**src/rtl/bcd_opg_serial_tx_pkg.sv**
```systemverilog
// bcd_opg_serial_tx_pkg: shared state encoding, constants and parity helper
package bcd_opg_serial_tx_pkg;
    typedef enum logic [2:0] {
        IDLE = 3'd0,
        D0   = 3'd1,
        D1   = 3'd2,
        D2   = 3'd3,
        D3   = 3'd4,
        PAR  = 3'd5,
        GAP  = 3'd6
    } state_e;
    localparam int FRAME_BITS = 5;
    localparam logic [3:0] BCD_MAX = 4'd9;
    function automatic logic odd_par(input logic [3:0] d);
        return ~^d;
    endfunction
endpackage

```
**src/rtl/bcd_opg_serial_tx.sv**
```systemverilog
// bcd_opg_serial_tx: BCD digit to 5-bit odd-parity serial frame transmitter
module bcd_opg_serial_tx
    import bcd_opg_serial_tx_pkg::*;
#(
    parameter bit LSB_FIRST  = 1'b1,
    parameter int GAP_CYCLES = 0
) (
    input  logic       clock,
    input  logic       reset,
    input  logic       din_valid,
    input  logic [3:0] din_digit,
    output logic       din_ready,
    output logic       sx,
    output logic       sx_valid,
    output logic       sx_first,
    output logic       sx_last,
    output logic       bad_digit,
    output logic       busy
);
    localparam logic [3:0] GAP_LOAD = (GAP_CYCLES > 0) ? 4'(GAP_CYCLES - 1) : 4'd0;
    state_e     state_q, state_d;
    logic [3:0] shift_q, gap_q;
    logic       par_q, bad_q;
    logic       accept, good, data_st;
    assign accept  = din_valid & din_ready;
    assign good    = accept & (din_digit <= BCD_MAX);
    assign data_st = (state_q == D0) | (state_q == D1) | (state_q == D2) | (state_q == D3);
    // state register
    always_ff @(posedge clock or negedge reset) begin
        if (!reset) state_q <= IDLE;
        else        state_q <= state_d;
    end
    // next-state logic; a rejected digit leaves the machine heading to IDLE
    always_comb begin
        state_d = state_q;
        unique case (state_q)
            IDLE:    state_d = good ? D0 : IDLE;
            D0:      state_d = D1;
            D1:      state_d = D2;
            D2:      state_d = D3;
            D3:      state_d = PAR;
            PAR:     state_d = (GAP_CYCLES > 0) ? GAP : (good ? D0 : IDLE);
            GAP:     state_d = (gap_q == 4'd0) ? IDLE : GAP;
            default: state_d = IDLE;
        endcase
    end
    // datapath: latch accepted digit, shift one bit per data cycle, count gap, flag rejects
    always_ff @(posedge clock or negedge reset) begin
        if (!reset) begin
            shift_q <= 4'd0;
            par_q   <= 1'b0;
            gap_q   <= 4'd0;
            bad_q   <= 1'b0;
        end else begin
            if (good) begin
                shift_q <= din_digit;
                par_q   <= odd_par(din_digit);
            end else if (data_st) begin
                shift_q <= LSB_FIRST ? {1'b0, shift_q[3:1]} : {shift_q[2:0], 1'b0};
            end
            if (state_q == PAR && GAP_CYCLES > 0) gap_q <= GAP_LOAD;
            else if (state_q == GAP && gap_q != 4'd0) gap_q <= gap_q - 4'd1;
            bad_q <= accept & (din_digit > BCD_MAX);
        end
    end
    // outputs decoded from state and registers
    always_comb begin
        din_ready = (state_q == IDLE) | ((state_q == PAR) & (GAP_CYCLES == 0));
        sx_valid  = data_st | (state_q == PAR);
        sx        = (state_q == PAR) ? par_q : (data_st ? (LSB_FIRST ? shift_q[0] : shift_q[3]) : 1'b0);
        sx_first  = (state_q == D0);
        sx_last   = (state_q == PAR);
        bad_digit = bad_q;
        busy      = (state_q != IDLE);
    end
endmodule

```
**config.mk**
```make
export PLATFORM = sky130hd
export DESIGN_NAME = bcd_opg_serial_tx
export DESIGN_NICKNAME = d
export VERILOG_FILES = /design/src/rtl/bcd_opg_serial_tx_pkg.sv /design/src/rtl/bcd_opg_serial_tx.sv
export SDC_FILE = /design/constraint.sdc
export NUM_CORES = 1
export LEC_CHECK = 0
export CORE_MARGIN = 10
export CORE_UTILIZATION = 54
export DETAILED_ROUTE_END_ITERATION = 6
export GPL_TIMING_DRIVEN = 0
export PLACE_DENSITY = 0.89
export SYNTH_ARGS = -nofsm -noshare
export SYNTH_HDL_FRONTEND = slang
export SYNTH_SLANG_ARGS = --single-unit
```
**constraint.sdc**
```tcl
create_clock -name clock -period 3.1 [get_ports clock]
set_input_delay 0.62 -clock clock [delete_from_list [all_inputs] [get_ports clock]]
set_output_delay 0.62 -clock clock [all_outputs]
set_load 0.01 [all_outputs]
```
# == Yosys cells after proc, flatten, opt, wreduce, memory -nomap -nowiden ==
# Cells that the tools add are included.
# W data, S select, Z words.
# word_totals
out_inout_bits,7
inputBits,7
ff_bits,13
word_cells,37
# op_classes
eq_ne,6
order_cmp,2
addsub,1
reduce_logical,8
n_mux,7
bitwise_logic,8
# op_table
cell,count
$pmux W3 S6,1
$eq A3 B3 Y1 const B,3
$mux W4,2
$eq A3 B2 Y1 const B,2
$or A1 B1 Y1,5
$gt A4 B4 Y1 const B,1
$le A4 B4 Y1 const B,1
$logic_not A4 Y1,1
$reduce_bool A4 Y1,1
$reduce_xnor A4 Y1,1
$sub A4 B1 Y4 const B,1
$and A1 B1 Y1,3
$eq A3 B1 Y1 const B,1
$logic_not A3 Y1,1
$mux W1,3
$mux W3,1
$reduce_bool A3 Y1,1
$reduce_bool A2 Y1,1
$reduce_or A2 Y1,1
$logic_and A1 B1 Y1,1

# == Longest topological paths before layout ==
# depth
word_depth,6
depth_mapped,6
depth_no_buf,6

# == Worst setup path before layout ==
# Ideal clock, no wire load.
# synth_path
kind,flip-flop to output port
startpoint,reg state_q[2]
endpoint,out sx_valid
setup_slack_ns,1.192
n_path_buf,1
stages_incl_launch_ff,4
arrival_ns,1.288
required_time_ns,2.480
cell_sequence,dfrtp_1 buf_6 or3_2 and2_2
# synth_via
elab_chain_len,5
elab_cells_between_ends,9
cone_classes,eq/ne: 5; bitwise: 4
# synth_rtl
item,line,text
"start, declared",bcd_opg_serial_tx.sv:21,"state_e state_q, state_d;"
"start signal, assigned",bcd_opg_serial_tx.sv:31,else state_q <= state_d;
$eq A3 B1 Y1 / $eq A3 B2 Y1 (equally long branches),bcd_opg_serial_tx.sv:27,assign data_st = (state_q == D0) | (state_q == D1) | (state_q == D2) | (state_q == D3);
$or A1 B1 Y1 (3 in a row),bcd_opg_serial_tx.sv:27,
$or A1 B1 Y1 *,bcd_opg_serial_tx.sv:69,sx_valid = data_st | (state_q == PAR);
"end, declared",bcd_opg_serial_tx.sv:14,"output logic sx_valid,"
# Every way passes the cells marked *; elsewhere a longest branch is shown, timed or not.

# == Worst setup path after layout ==
# Ends and elaborated chain as after synthesis.

==> results.md <==
- Status: finished clean
- Cell internal power dissipation: 499 uW
- Compound-Gate Fraction of Synth Area: 6.80%
- Net switching power figure: 287 uW
- Synth Area per Inst: 10.9 sq um
- Clock group share of total power: 13.2%
- Maximum number of pins on one net before global-route repair: 14
- Summed instance area of the synthesized netlist: 810 sq um
- Global placer's final weighted congestion: 0.712
- Switching share of power: 36.5%
- Combined buffer and inverter count along the critical path: 2
- Area Growth Syn to Fin: 21.6%
- Leading post-synthesis cells by cell area: sky130_fd_sc_hd__dfrtp_1 (40%), sky130_fd_sc_hd__ha_1 (9.3%), sky130_fd_sc_hd__mux2i_1 (8.7%)
- Final Instance Count excl. Fillers: 106
- CP Data Required Time: 2.48 ns
- Min Clock Period, post-route: 2.62 ns
- Part of the Yosys area used for sequential elements: 40.2%
- Horizontal die dimension: 58.7 um
- Unique cell type count in the Yosys netlist: 22
- Slowest library cell on the worst path: sky130_fd_sc_hd__or3_2
- RSZ-0062 raised after global routing: no
- # nets final: 105
- Port Buffer Count: 13
- Maximum cell stage delay along the critical path: 0.48 ns
- Global-route wire length before repair: 2.54 mm
- Fraction of post-synthesis cell area in the top cell type by area: 40.2%
- Category of the worst setup path capture point: output port
- Crit path cell chain: buf_6 > or3_2 > and2_2 > clkdlybuf4s50_1
- WL final: 1.44 mm
- Via Count: 557
- Floorplan Core Area: 1350 sq um
- Max-slew violation count: 0
- Relative contribution of combinational cells to total power: 55.3%
- Highest fanout seen on the critical path: 10
- Count of buffers added by post-CTS timing repair for setup: 0
- Post-CTS clock slew at the launch and capture registers of the worst setup and hold paths: 0.08 ns
- Fin Clk Skew: 0.00501 ns
- Row Count: 13
- Post-detail-place hpwl: 1.11 mm
- Die area: 3450 sq um
- Worst Setup Path Type: flop to output port
- Synth area leader: sky130_fd_sc_hd__dfrtp_1
- Global-route usage over all layers: 9.24%
- # resized after CTS: 0
- YS warnings: 0
- Number of buffers inserted for hold repair after clock tree synthesis: 0
- Vertical die dimension: 58.7 um
- Sink Count: 13
- Hold wc startpoint: gap_q[3]
- Detailed-routing iteration count for the pre-antenna-repair pass: 2
- Initial Utilization: 60.0%
- Worst min-delay path class: flop to flop
- Number of nets produced by synthesis: 87
- DRC Markers: 0
- Via-per-instance ratio: 5.25
- Number of maximum-capacitance constraint violations: 0
- Setup Viol. Count Final: 0
- Largest delay share family, worst path: simple AND/OR/NAND/NOR gates
- Synthesized instance count: 74
- Share of synthesized area spent on multiplexers: 11.4%
- Routed length per placed instance: 13.6 um
- ANT cells: 0
- Fraction of the cycle the final worst path needs: 84.6%
- CP Launch Point: state_q[2]
- Total negative slack for setup checks: 0 ns
- Power density cells: 799 nW/um^2
- Worst-margin pin slew: 0.588 ns
- Hold Fails Final Rpt: 0
- GRT Residual Overflow: 0
- Flip-flop and latch count after synthesis: 13
- Relative slew slack: 60.7%
- Number of top-level design ports: 14
- Leakage power figure: 0.489 nW
- Clock root cell: sky130_fd_sc_hd__clkbuf_4
- Buffer depth of the longest clock path: 2
- Maximum achievable frequency: 0.381 GHz
- Filler cell count: 109
- Clock H-tree levels: 1
- Violation count after the first detailed-routing iteration: 4
- Number of antenna-violating nets in the routed design: 0
- Combinational family with the most area after synthesis: simple AND/OR/NAND/NOR gates
- Number of instances in the placed design: 102
- Clock insertion delay at the later pin of the skew report: 0.27 ns
- Number of buffers inserted during clock tree synthesis: 3
- IR Drop Worst-Case VDD: 0.000411 V
- Fraction of final layout cells sized beyond drive strength 1: 17.6%
- Critical R2R Launch: state_q[0]
- Post-synthesis adder-cell area fraction: 9.27%
- Simple-Gate Fraction of Synth Area: 16.7%
- TritonCTS clock tree: built
- Sequential cell fraction of total power: 31.4%
- Crit start category: flop
- Number of global-route vias before repair: 610
- Xor-xnor portion of the synthesized cell area: 8.66%
- Antenna violations before repair: 0
- Critical path arrival: 2.00 ns
-- worst register-to-register path, stage by stage, from the launching register on --
cell and delay [ns]:
sky130_fd_sc_hd__dfrtp_1 0.40, sky130_fd_sc_hd__buf_6 0.15, sky130_fd_sc_hd__xor2_1 0.15, sky130_fd_sc_hd__nor2_2 0.16, sky130_fd_sc_hd__nand3_2 0.20, sky130_fd_sc_hd__mux2_2 0.32
-- registers in the layout, indices dropped and copies added (netlist names) --
name and flops:
shift_q 4, par_q 1, bad_digit 1, gap_q 4, state_q 3
-- cell usage in the layout, fill, tap and decap left out --
master and n:
sky130_fd_sc_hd__nor4_4 1, sky130_fd_sc_hd__a211o_4 1, sky130_fd_sc_hd__and3b_2 1, sky130_fd_sc_hd__nor2_2 1
sky130_fd_sc_hd__xnor2_1 4, sky130_fd_sc_hd__and2_2 1, sky130_fd_sc_hd__nand2_4 1, sky130_fd_sc_hd__nor2_1 5
sky130_fd_sc_hd__inv_1 6, sky130_fd_sc_hd__buf_6 3, sky130_fd_sc_hd__or3_2 1, sky130_fd_sc_hd__mux2_2 2
sky130_fd_sc_hd__dfrtp_1 13, sky130_fd_sc_hd__ha_1 6, sky130_fd_sc_hd__clkdlybuf4s50_1 13, sky130_fd_sc_hd__o21ai_0 6
sky130_fd_sc_hd__clkbuf_1 1, sky130_fd_sc_hd__nand2_1 6, sky130_fd_sc_hd__xor2_1 4, sky130_fd_sc_hd__nand3_2 1
sky130_fd_sc_hd__mux2i_1 7, sky130_fd_sc_hd__nor2b_1 2, sky130_fd_sc_hd__nor3b_1 1, sky130_fd_sc_hd__clkbuf_4 3
sky130_fd_sc_hd__o211ai_1 1
-- power by group through the flow --
stage / sequential (mW) / clock, mW / combinational, mW
after global placement: 0.247 / 0 / 0.423
final: 0.247 / 0.104 / 0.435
after floorplan: 0.244 / 0 / 0.294
after global routing: 0.253 / 0.114 / 0.475
after CTS: 0.248 / 0.107 / 0.442
after detailed placement: 0.249 / 0 / 0.438
-- cells by family after synthesis --
group,after synthesis
and+or+nand+nor,21
DFF,13
buffers and inverters,9
muxes,9
AOI/OAI and AO/OA,8
xor gates and xnor gates,8
adders and majority gates,6
-- layout make-up --
type                    instances  area, sq um  area share [%]
repair buffers                 13          130            13.2
clock buffers                   4         26.3            2.67
well taps                      15         18.8            1.91
inverters                       6         22.5            2.29
plain buffers                   3         33.8            3.43
flip-flops and latches         13          325            33.0
multi-input cells              52          428            43.5
-- synthesized netlist by cell type --
cell                       instances
sky130_fd_sc_hd__nor3b_1           1
sky130_fd_sc_hd__buf_6             3
sky130_fd_sc_hd__nand3_2           1
sky130_fd_sc_hd__mux2_2            2
sky130_fd_sc_hd__mux2i_1           7
sky130_fd_sc_hd__xor2_1            4
sky130_fd_sc_hd__nor2_1            5
sky130_fd_sc_hd__nor2b_1           2
sky130_fd_sc_hd__nand2_1           6
sky130_fd_sc_hd__nand2_4           1
sky130_fd_sc_hd__nor4_4            1
sky130_fd_sc_hd__ha_1              6
sky130_fd_sc_hd__and3b_2           1
sky130_fd_sc_hd__nor2_2            1
sky130_fd_sc_hd__o211ai_1          1
sky130_fd_sc_hd__and2_2            1
sky130_fd_sc_hd__inv_1             6
sky130_fd_sc_hd__dfrtp_1          13
sky130_fd_sc_hd__o21ai_0           6
sky130_fd_sc_hd__or3_2             1
sky130_fd_sc_hd__xnor2_1           4
sky130_fd_sc_hd__a211o_4           1
-- per-stage QoR --
step / worst slack (ns) / hold WS, ns / total power [mW] / util (%) / instance area, sq um
4_1_cts: 0.459 / 0.473 / 0.797 / 72.9 / 985
2_1_floorplan: 1.19 / 0.324 / 0.538 / - / 810
6_report: 0.477 / 0.474 / 0.787 / 72.9 / 985
3_3_place_gp: 0.671 / 0.458 / 0.670 / 71.0 / 958
3_5_place_dp: 0.656 / 0.461 / 0.687 / 71.0 / 958
5_1_grt: 0.394 / 0.499 / 0.842 / 72.9 / 985
-- routing by layer --
| metal | global-route usage [%] | wire [um] |
|---|---|---|
| met5 | 0 | 0 |
| met4 | 4.92 | 28 |
| met3 | 2.58 | 46 |
| met2 | 16.5 | 743 |
| met1 | 9.44 | 622 |
-- final timing paths --
path                       slack [ns]  cells after the start          to
max                              0.48                      4    sx_valid
min                              0.47                      1    gap_q[3]
max reg2reg                      1.60                      5       par_q
min reg2reg                      0.47                      1    gap_q[3]
max in group asynchronous        2.00                      1    gap_q[3]
min in group asynchronous        0.72                      1  shift_q[3]
Power figures use the tool's default switching activity.
